`config.mk`:
```
export PLATFORM = sky130hd
export DESIGN_NAME = vc_pause_scheduler
export DESIGN_NICKNAME = d
export VERILOG_FILES = /design/src/rtl/vc_pause_scheduler_pkg.sv /design/src/rtl/vc_pause_scheduler_rr_arbiter4.sv /design/src/rtl/vc_pause_scheduler.sv
export SDC_FILE = /design/constraint.sdc
export NUM_CORES = 1
export LEC_CHECK = 0
export BUFFER_PORTS_ARGS = -buffer_cell sky130_fd_sc_hd__clkbuf_2
export CAP_MARGIN = 20
export CORE_MARGIN = 4
export CORE_UTILIZATION = 35
export CTS_CLUSTER_DIAMETER = 100
export DETAILED_ROUTE_END_ITERATION = 10
export HOLD_SLACK_MARGIN = 0.1
export SETUP_SLACK_MARGIN = 0.2
export SYNTH_ARGS = -nofsm -noshare
export SYNTH_HDL_FRONTEND = slang
export SYNTH_SLANG_ARGS = --single-unit
```
`constraint.sdc`:
```
create_clock -name clk -period 2.92 [get_ports clk]
set_input_delay 0.146 -clock clk [delete_from_list [all_inputs] [get_ports clk]]
set_output_delay 0.146 -clock clk [all_outputs]
set_load 0.05 [all_outputs]
```
`src/rtl/vc_pause_scheduler_pkg.sv`:
```
// Shared flow-control definitions for the upstream VC pause scheduler.
// Holds the state encodings, the VC count and the default payload width.
package vc_pause_scheduler_pkg;

   localparam int NUM_VC         = 4;
   localparam int VC_W           = 2;
   localparam int DEF_DATA_WIDTH = 6;

   typedef enum logic [1:0] {
      ST_RESET  = 2'd0,
      ST_INIT   = 2'd1,
      ST_IDLE   = 2'd2,
      ST_ACTIVE = 2'd3
   } sched_state_t;

endpackage

```
`src/rtl/vc_pause_scheduler_rr_arbiter4.sv`:
```
// Four-way round-robin arbiter: first eligible VC at or after ptr, wrapping 3->0.
// Purely combinational; the caller owns and advances the pointer.
module rr_arbiter4
   import vc_pause_scheduler_pkg::*;
(
   input  logic [NUM_VC-1:0] eligible,
   input  logic [VC_W-1:0]   ptr,
   output logic [NUM_VC-1:0] grant,
   output logic [VC_W-1:0]   grant_idx,
   output logic              any_grant
);

   logic [VC_W-1:0] idx;

   // Scan from the farthest offset down so the nearest eligible VC wins last.
   always_comb begin
      idx       = '0;
      grant_idx = '0;
      any_grant = 1'b0;
      for (int k = NUM_VC - 1; k >= 0; k--) begin
         idx = ptr + VC_W'(k);
         if (eligible[idx]) begin
            grant_idx = idx;
            any_grant = 1'b1;
         end
      end
      grant = any_grant ? (NUM_VC'(1) << grant_idx) : '0;
   end

endmodule

```
`src/rtl/vc_pause_scheduler.sv`:
```
// Upstream VC pause scheduler: tracks per-VC pause state from downstream strobes,
// round-robin pops the source FIFOs onto the shared link and flags long pauses.
//
// state  | meaning
// RESET  | just out of reset, strobes ignored
// INIT   | waiting for downstream init_done
// IDLE   | ready, nothing to send or link busy
// ACTIVE | popping one eligible VC per cycle
module vc_pause_scheduler
   import vc_pause_scheduler_pkg::*;
#(
   parameter int DATA_WIDTH    = DEF_DATA_WIDTH,
   parameter int PAUSE_TIMEOUT = 64,
   parameter int TO_WIDTH      = 7
) (
   input  logic                         clk,
   input  logic                         reset,
   input  logic                         init_done,
   input  logic [NUM_VC-1:0]            pause_stb,
   input  logic [NUM_VC-1:0]            continue_stb,
   input  logic [NUM_VC-1:0]            src_empty,
   input  logic [NUM_VC*DATA_WIDTH-1:0] src_data,
   input  logic                         link_busy,
   output logic [NUM_VC-1:0]            pop,
   output logic                         out_valid,
   output logic [VC_W-1:0]              out_vc,
   output logic [DATA_WIDTH-1:0]        out_data,
   output logic [NUM_VC-1:0]            paused,
   output logic [NUM_VC-1:0]            error_pause,
   output logic [1:0]                   state
);

   localparam logic [TO_WIDTH-1:0] TO_MAX  = TO_WIDTH'(PAUSE_TIMEOUT);
   localparam logic [TO_WIDTH-1:0] TO_LAST = TO_WIDTH'(PAUSE_TIMEOUT - 1);

   sched_state_t          st_q, st_d;
   logic [NUM_VC-1:0]     paused_q, paused_d;
   logic [NUM_VC-1:0]     eligible;
   logic [NUM_VC-1:0]     grant;
   logic [VC_W-1:0]       grant_idx;
   logic                  any_grant;
   logic [VC_W-1:0]       rr_q;
   logic [TO_WIDTH-1:0]   pause_cnt [NUM_VC];

   // Pause dominates continue when both arrive together.
   always_comb begin
      paused_d = paused_q;
      if (st_q != ST_RESET) paused_d = pause_stb | (paused_q & ~continue_stb);
   end

   assign eligible = ~src_empty & ~paused_d;

   rr_arbiter4 u_arb (
      .eligible  (eligible),
      .ptr       (rr_q),
      .grant     (grant),
      .grant_idx (grant_idx),
      .any_grant (any_grant)
   );

   assign pop = (st_q == ST_ACTIVE && !link_busy && !reset) ? grant : '0;

   always_comb begin
      st_d = st_q;
      case (st_q)
         ST_RESET:  st_d = ST_INIT;
         ST_INIT:   if (init_done) st_d = ST_IDLE;
         ST_IDLE: begin
            if (!init_done)                    st_d = ST_INIT;
            else if (any_grant && !link_busy)  st_d = ST_ACTIVE;
         end
         ST_ACTIVE: begin
            if (!init_done)                    st_d = ST_INIT;
            else if (!any_grant || link_busy)  st_d = ST_IDLE;
         end
         default:   st_d = ST_RESET;
      endcase
   end

   always_ff @(posedge clk) begin
      if (reset) begin
         st_q        <= ST_RESET;
         paused_q    <= '0;
         rr_q        <= '0;
         out_valid   <= 1'b0;
         out_vc      <= '0;
         error_pause <= '0;
         for (int i = 0; i < NUM_VC; i++) pause_cnt[i] <= '0;
      end else begin
         st_q      <= st_d;
         paused_q  <= paused_d;
         out_valid <= |pop;
         if (|pop) begin
            rr_q   <= grant_idx + VC_W'(1);
            out_vc <= grant_idx;
         end
         for (int i = 0; i < NUM_VC; i++) begin
            if (paused_q[i]) begin
               if (pause_cnt[i] < TO_MAX)   pause_cnt[i] <= pause_cnt[i] + TO_WIDTH'(1);
               if (pause_cnt[i] >= TO_LAST) error_pause[i] <= 1'b1;
            end else begin
               pause_cnt[i] <= '0;
            end
         end
      end
   end

   assign out_data = src_data[int'(out_vc)*DATA_WIDTH +: DATA_WIDTH];
   assign paused   = paused_q;
   assign state    = st_q;

endmodule
```
---- After elaboration in Yosys (flattened, before gate mapping) ----
Memories as Yosys holds them, arrays and structs flattened.
Cells that the tools add are included.
cells by class
  add/subtract/negate cells ............... 8
  multipliers ............................. 1
  order comparisons ....................... 12
  equal/unequal tests ..................... 6
  shift-type cells ........................ 2
  muxes and demuxes ....................... 63
  bitwise logic cells ..................... 14
  reductions and logical operators ........ 15
operator list
  kind                                                                           number
  7-bit two-way mux                                                              8
  1-bit two-way mux                                                              38
  7-bit by 1-bit adder with 7-bit output (second input constant)                 4
  7-bit by 6-bit >= comparator with 1-bit output (second input constant)         4
  7-bit less-than comparator (second input constant)                             4
  24-bit by 6-bit indexed part select with 6-bit output                          1
  2-bit two-way mux                                                              9
  2-bit by 3-bit less-than comparator with 1-bit output (second input constant)  4
  4-bit two-way mux                                                              3
  4-bit inverter                                                                 3
  4-bit bitwise AND                                                              2
  1-bit binary-select mux with 2-bit select                                      4
  1-bit bitwise OR                                                               8
  2-bit case mux with 4 select lines                                             1
  2-bit AND reduction                                                            4
  2-bit by 1-bit adder with 2-bit output (second input constant)                 2
  2-bit adder (second input constant)                                            2
  2-bit == test (second input constant)                                          2
  2-bit by 2-bit multiplier with 4-bit output (second input constant)            1
  4-bit bitwise OR                                                               1
  4-bit OR reduction                                                             1
  1-bit by 2-bit left shift with 4-bit output (first input constant)             1
  1-bit logical AND                                                              3
  1-bit zero test                                                                3
  8 further kinds                                                                8
storage, ports and cells
  register bits after elaboration ......... 15
  memory bits (writable) .................. 28
  input bits .............................. 40
  output and inout bits ................... 23
  logic and storage cells ................. 131
  memories kept ........................... 1
memory list
  memory     depth  width  read ports  clocked after memory_dff  wr ports  RTL line                  text
  pause_cnt  4      7      4           0                         4         vc_pause_scheduler.sv:43  logic [TO_WIDTH-1:0] pause_cnt [NUM_VC];

---- Depth between registers and ports, before layout ----
  depth in word-level cells ............... 17
  mapped depth ............................ 12
  depth with buffers taken out ............ 11

---- By module ----
From an unflattened synthesis, not the netlist that was laid out.
second synthesis, totals
  cell total of the unflattened synthesis .. 228
  area, all modules ....................... 2,397.3 sq um
by module, submodules not included
  module              instances  cells each  area each (sq um)  seq. area each (sq um)
  vc_pause_scheduler  1          199         2,214.6            1,141.1
  rr_arbiter4         1          29          182.7              0.0

---- Least setup slack after synthesis ----
No wires, ideal clock.
  path kind ............................... reg2reg
  start ................................... register st_q[0], in the netlist state[0]
  end ..................................... register rr_q[1]
  setup time .............................. 128 ps
  data arrival time ....................... 2,723 ps
  required time ........................... 2,792 ps
  path slack .............................. 70 ps
  cell stages (with the launch flop) ...... 12
  buffers on the path ..................... 0
  clock period less this slack ............ 2,850 ps
  cells stage by stage .................... dfxtp_1 -> o21ai_0 -> a211oi_2 -> mux2i_1 -> o211ai_2 -> inv_1 -> ha_1 -> nor4_1 -> nor2_1 -> o41ai_4 -> mux2i_1 -> nor2_1
on the way
  word-level cells in the longest chain between the ends .. 14
  elaborated cells between the ends (all ways) .. 28
  classes of those cells .................. add/sub (1); eq/ne (1); shift (1); mux (19); bitwise (2); reduce/logical (4)
RTL lines
  element                                      RTL line                              text
  from (decl)                                  vc_pause_scheduler.sv:36              sched_state_t st_q, st_d;
  from (signal assigned)                       vc_pause_scheduler.sv:90              st_q <= st_d;
  2-bit nonzero test *                         vc_pause_scheduler.sv:48              if (st_q != ST_RESET) paused_d = pause_stb | (paused_q & ~continue_stb);
  4-bit two-way mux *                          vc_pause_scheduler.sv:48
  4-bit inverter *                             vc_pause_scheduler.sv:51              assign eligible = ~src_empty & ~paused_d;
  4-bit bitwise AND *                          vc_pause_scheduler.sv:51
  1-bit binary-select mux with 2-bit select    vc_pause_scheduler_rr_arbiter4.sv:22  if (eligible[idx]) begin
  1-bit two-way mux (not written as such)      vc_pause_scheduler_rr_arbiter4.sv:22
  2-bit two-way mux (3 in series)              vc_pause_scheduler_rr_arbiter4.sv:22
  2-bit two-way mux *                          vc_pause_scheduler_rr_arbiter4.sv:22
  net grant_idx[0]                             vc_pause_scheduler.sv:40              logic [VC_W-1:0] grant_idx;
  1-bit by 2-bit left shift with 4-bit output  vc_pause_scheduler_rr_arbiter4.sv:27  grant = any_grant ? (NUM_VC'(1) << grant_idx) : '0;
  4-bit two-way mux                            vc_pause_scheduler_rr_arbiter4.sv:27
  4-bit two-way mux                            vc_pause_scheduler.sv:61              assign pop = (st_q == ST_ACTIVE && !link_busy && !reset) ? grant : '0;
  4-bit OR reduction                           vc_pause_scheduler.sv:93              if (|pop) begin
  to (signal assigned)                         vc_pause_scheduler.sv:94              rr_q <= grant_idx + VC_W'(1);
  to (decl)                                    vc_pause_scheduler.sv:42              logic [VC_W-1:0] rr_q;
Mark *: on every way through the listed nets, which the timed path passes. The rest lies on a longest branch. The select of a mux whose other input is x is not followed.
A chain may end at the register's enable or synchronous reset.

---- Worst setup path after layout ----
  start ................................... register st_q[0], in the netlist state[0]
  end ..................................... register rr_q[1]
on the way
  word-level cells in the longest chain between the ends .. 14
  elaborated cells between the ends (all ways) .. 28
  classes of those cells .................. add/sub (1); eq/ne (1); shift (1); mux (19); bitwise (2); reduce/logical (4)
RTL lines
  element                                      RTL line
  2-bit nonzero test                           vc_pause_scheduler.sv:48
  4-bit two-way mux                            vc_pause_scheduler.sv:48
  4-bit inverter                               vc_pause_scheduler.sv:51
  4-bit bitwise AND                            vc_pause_scheduler.sv:51
  1-bit binary-select mux with 2-bit select    vc_pause_scheduler_rr_arbiter4.sv:22
  1-bit two-way mux (not written as such)      vc_pause_scheduler_rr_arbiter4.sv:22
  2-bit two-way mux (4 in series)              vc_pause_scheduler_rr_arbiter4.sv:22
  1-bit by 2-bit left shift with 4-bit output  vc_pause_scheduler_rr_arbiter4.sv:27
  4-bit two-way mux                            vc_pause_scheduler_rr_arbiter4.sv:27
  4-bit two-way mux                            vc_pause_scheduler.sv:61
  4-bit OR reduction                           vc_pause_scheduler.sv:93
Parallel ways exist; a longest one is shown, timed or not. The select of a mux whose other input is x is not followed.

==> results.toml <==
[run_status]
outcome = "completed"

[global_routing]
gr-usage-met3 = 0.0467
grt_first_pass_wirelength_um = 8270
grt_max_degree = 24
use_met2 = 0.208
grt.total_usage = 0.124
first_global_vias = 1795
grt_busiest_layer = "met2"
use_met1 = 0.148
grt.overflow.total = 0
antenna_found_initial = 0

[yosys]
netlist_instances = 216
ys_warn_count = 0
yosysMostFrequentCell = "nor2_1"
synthFlopType = "edfxtp_1"
synth_edf_count = 28
avgSynthCellArea_um2 = 10.9
ys_ff_latch = 43
synthTopCellsByArea = "edfxtp_1 36%, dfxtp_1 13%, mux4_2 5.7%"
synth_top_area_share = 0.357
synth_cell_types = 40
synthTopCellsByCount = "34 x nor2_1, 28 x edfxtp_1, 15 x dfxtp_1, 14 x inv_1, 11 x nand3_1"
syn_nets = 264
synth_top_area_cell = "edfxtp_1"
netlist_area_um2 = 2350
async_flop_share = 0
yosysSeqAreaShare = 0.485

[timing]
max-slew-margin-rel = 0.679
finalSetupTns_ns = 0
slew_viol_final = 0
timing.final.crit_share = 0.907
finalHoldViolations = 0
setup_viol = 0
setup_slack_ns = 0.272
grt_setup_unrepaired = "yes"
tightest_slew_ns = 0.480
clock_skew_ns = 0.00631
period_needed_ns = 2.65
max_freq_ghz = 0.378

[worst_setup_path]
cp_max_fo = 8
critPathCaptureType = "flop"
crit_type = "reg -> reg"
crit_arrival_ns = 2.82
cp.required_ns = 3.09
worstSetupStartpointType = "flop"

[cts]
root_buffer = "clkbuf_8"
clk_latency_ns = 0.29
clk_pin_slew_ns = 0.08
tritoncts = "built"
tritoncts.num_buffers = 5
clock-sinks = 43
htree_num_levels = 2
clockBufferDepth = 2

[floorplan]
die-area_um2 = 8100
io_pins = 63
start_util = 0.365
row_count = 29
dieHeight_um = 90.0
fp.dieW_um = 90.0
core-area_um2 = 6460

[hold_path]
hp-class = "in -> reg"

[finish]
utilization = 0.459
layout-drive-gt1-share = 0.366
num_antenna_cells = 0
nFillCells = 630
fin_nets = 334
syn_to_final_growth_pct = 25.8

[placement]
gpl.final_weighted_congestion = 0.810
dp_hpwl_um = 3810
place_ws_ns = 0.0727
port_buffers = 62

[power_and_ir_drop]
powerDensity_nw_per_um2 = 454
ir_drop_mv = 0.287
power.leakage_nw = 1.21

[drt]
drt_iter0_markers = 46
wirelength_um = 4970
vias_per_cell = 5.03
drc = 0
vias = 1832
ant_nets = 0
dr.pass1.iters = 4
post_drt_wl_per_cell_um = 13.6

[job]
maxCapViolations = 0
==> through the flow <==
step	cells	instance area, um^2	hold slack, ns	total power [mW]
global placement	348	2740	0.361	0.857
CTS	361	2910	0.163	1.36
finish	364	2960	0.168	1.35
floorplan	216	2360	0.246	0.802
global route	364	2960	0.189	1.41
detailed placement	348	2740	0.366	0.861
==> worst max-delay path, stage by stage (launching register included) <==
cell and delay (ns):
dfxtp_4 0.37, or2_4 0.27, a221o_2 0.39, a222oi_1 0.31, nand3_1 0.21, ha_2 0.24, nor4_2 0.25, nor2_1 0.11
o41ai_4 0.10, mux2i_1 0.24, nor2_1 0.05
==> cell type report <==
| cell class | count | area (um^2) | share of cell area |
|---|---|---|---|
| sequential | 43 | 1150 | 0.387 |
| multi-input combinational | 150 | 1140 | 0.386 |
| inverter | 14 | 52.6 | 0.0177 |
| timing repair buffer | 72 | 405 | 0.137 |
| tap | 77 | 96.3 | 0.0325 |
| clock buffer | 6 | 82.6 | 0.0279 |
| clock inverter | 2 | 35.0 | 0.0118 |
==> final timing paths <==
path                                     from                     endpoint  slack [ns]  depth (start not counted)
setup reg to reg        state[0]$_SDFFE_PP0P_         rr_q[1]$_SDFFE_PP0P_        0.27                         10
hold reg to reg   error_pause[0]$_SDFFE_PP0P_  error_pause[0]$_SDFFE_PP0P_        0.45                          2
hold / removal                   pause_stb[1]         paused[1]$_SDFF_PP0_        0.17                          3
setup / recovery        state[0]$_SDFFE_PP0P_         rr_q[1]$_SDFFE_PP0P_        0.27                         10
==> routing by layer <==
layer  up-vias  wire length, um
met1       843             2230
met5         -                0
met4         0               28
met2        58             2300
met3         4              408
li1        927                -
==> kinds of logic (layout without fill, tap and decap cells) <==
| kind of cell | after synthesis | count (layout) | synth area share |
|---|---|---|---|
| simple gates | 81 | 81 | 0.176 |
| xor+xnor | 16 | 16 | 0.0595 |
| mux | 8 | 8 | 0.0659 |
| fa+ha+maj | 8 | 8 | 0.0425 |
| compound gates | 37 | 37 | 0.132 |
| buf+inv | 23 | 94 | 0.0399 |
| flops | 43 | 43 | 0.485 |
==> cell usage in the layout (no fill, tap or decap), drive strengths merged, types with 3 or more instances in the layout <==
| master | Yosys | layout |
|---|---|---|
| a21oi | 10 | 10 |
| a221oi | 3 | 3 |
| a22oi | 3 | 3 |
| and2 | 4 | 4 |
| and3 | 3 | 3 |
| buf | 1 | 13 |
| clkbuf | 8 | 64 |
| dfxtp | 15 | 15 |
| edfxtp | 28 | 28 |
| ha | 8 | 8 |
| inv | 14 | 14 |
| mux4 | 6 | 6 |
| nand2 | 8 | 8 |
| nand3 | 11 | 11 |
| nand3b | 6 | 6 |
| nor2 | 34 | 34 |
| nor3 | 4 | 4 |
| o21ai | 10 | 10 |
| or3b | 5 | 5 |
| xnor2 | 9 | 9 |
| xor2 | 7 | 7 |
==> where the power goes <==
part	internal, mW	switching (mW)
clock network	0.277	0.201
registers	0.650	0.0149
logic	0.0855	0.117
==> timing repair <==
action                     4_1_cts  5_1_grt
setup endpoints to repair        6        9
buffers inserted                 4        3
resized for setup                4       18
hold endpoints to repair         2        0
pin swaps                        4        8
hold buffers                     1        0
==> state kept, by name (all words and copies together) (netlist names) <==
signal       count
error_pause      4
out_valid        1
out_vc           2
pause_cnt       28
paused           4
rr_q             2
state            2
Power figures use the tool's default switching activity.
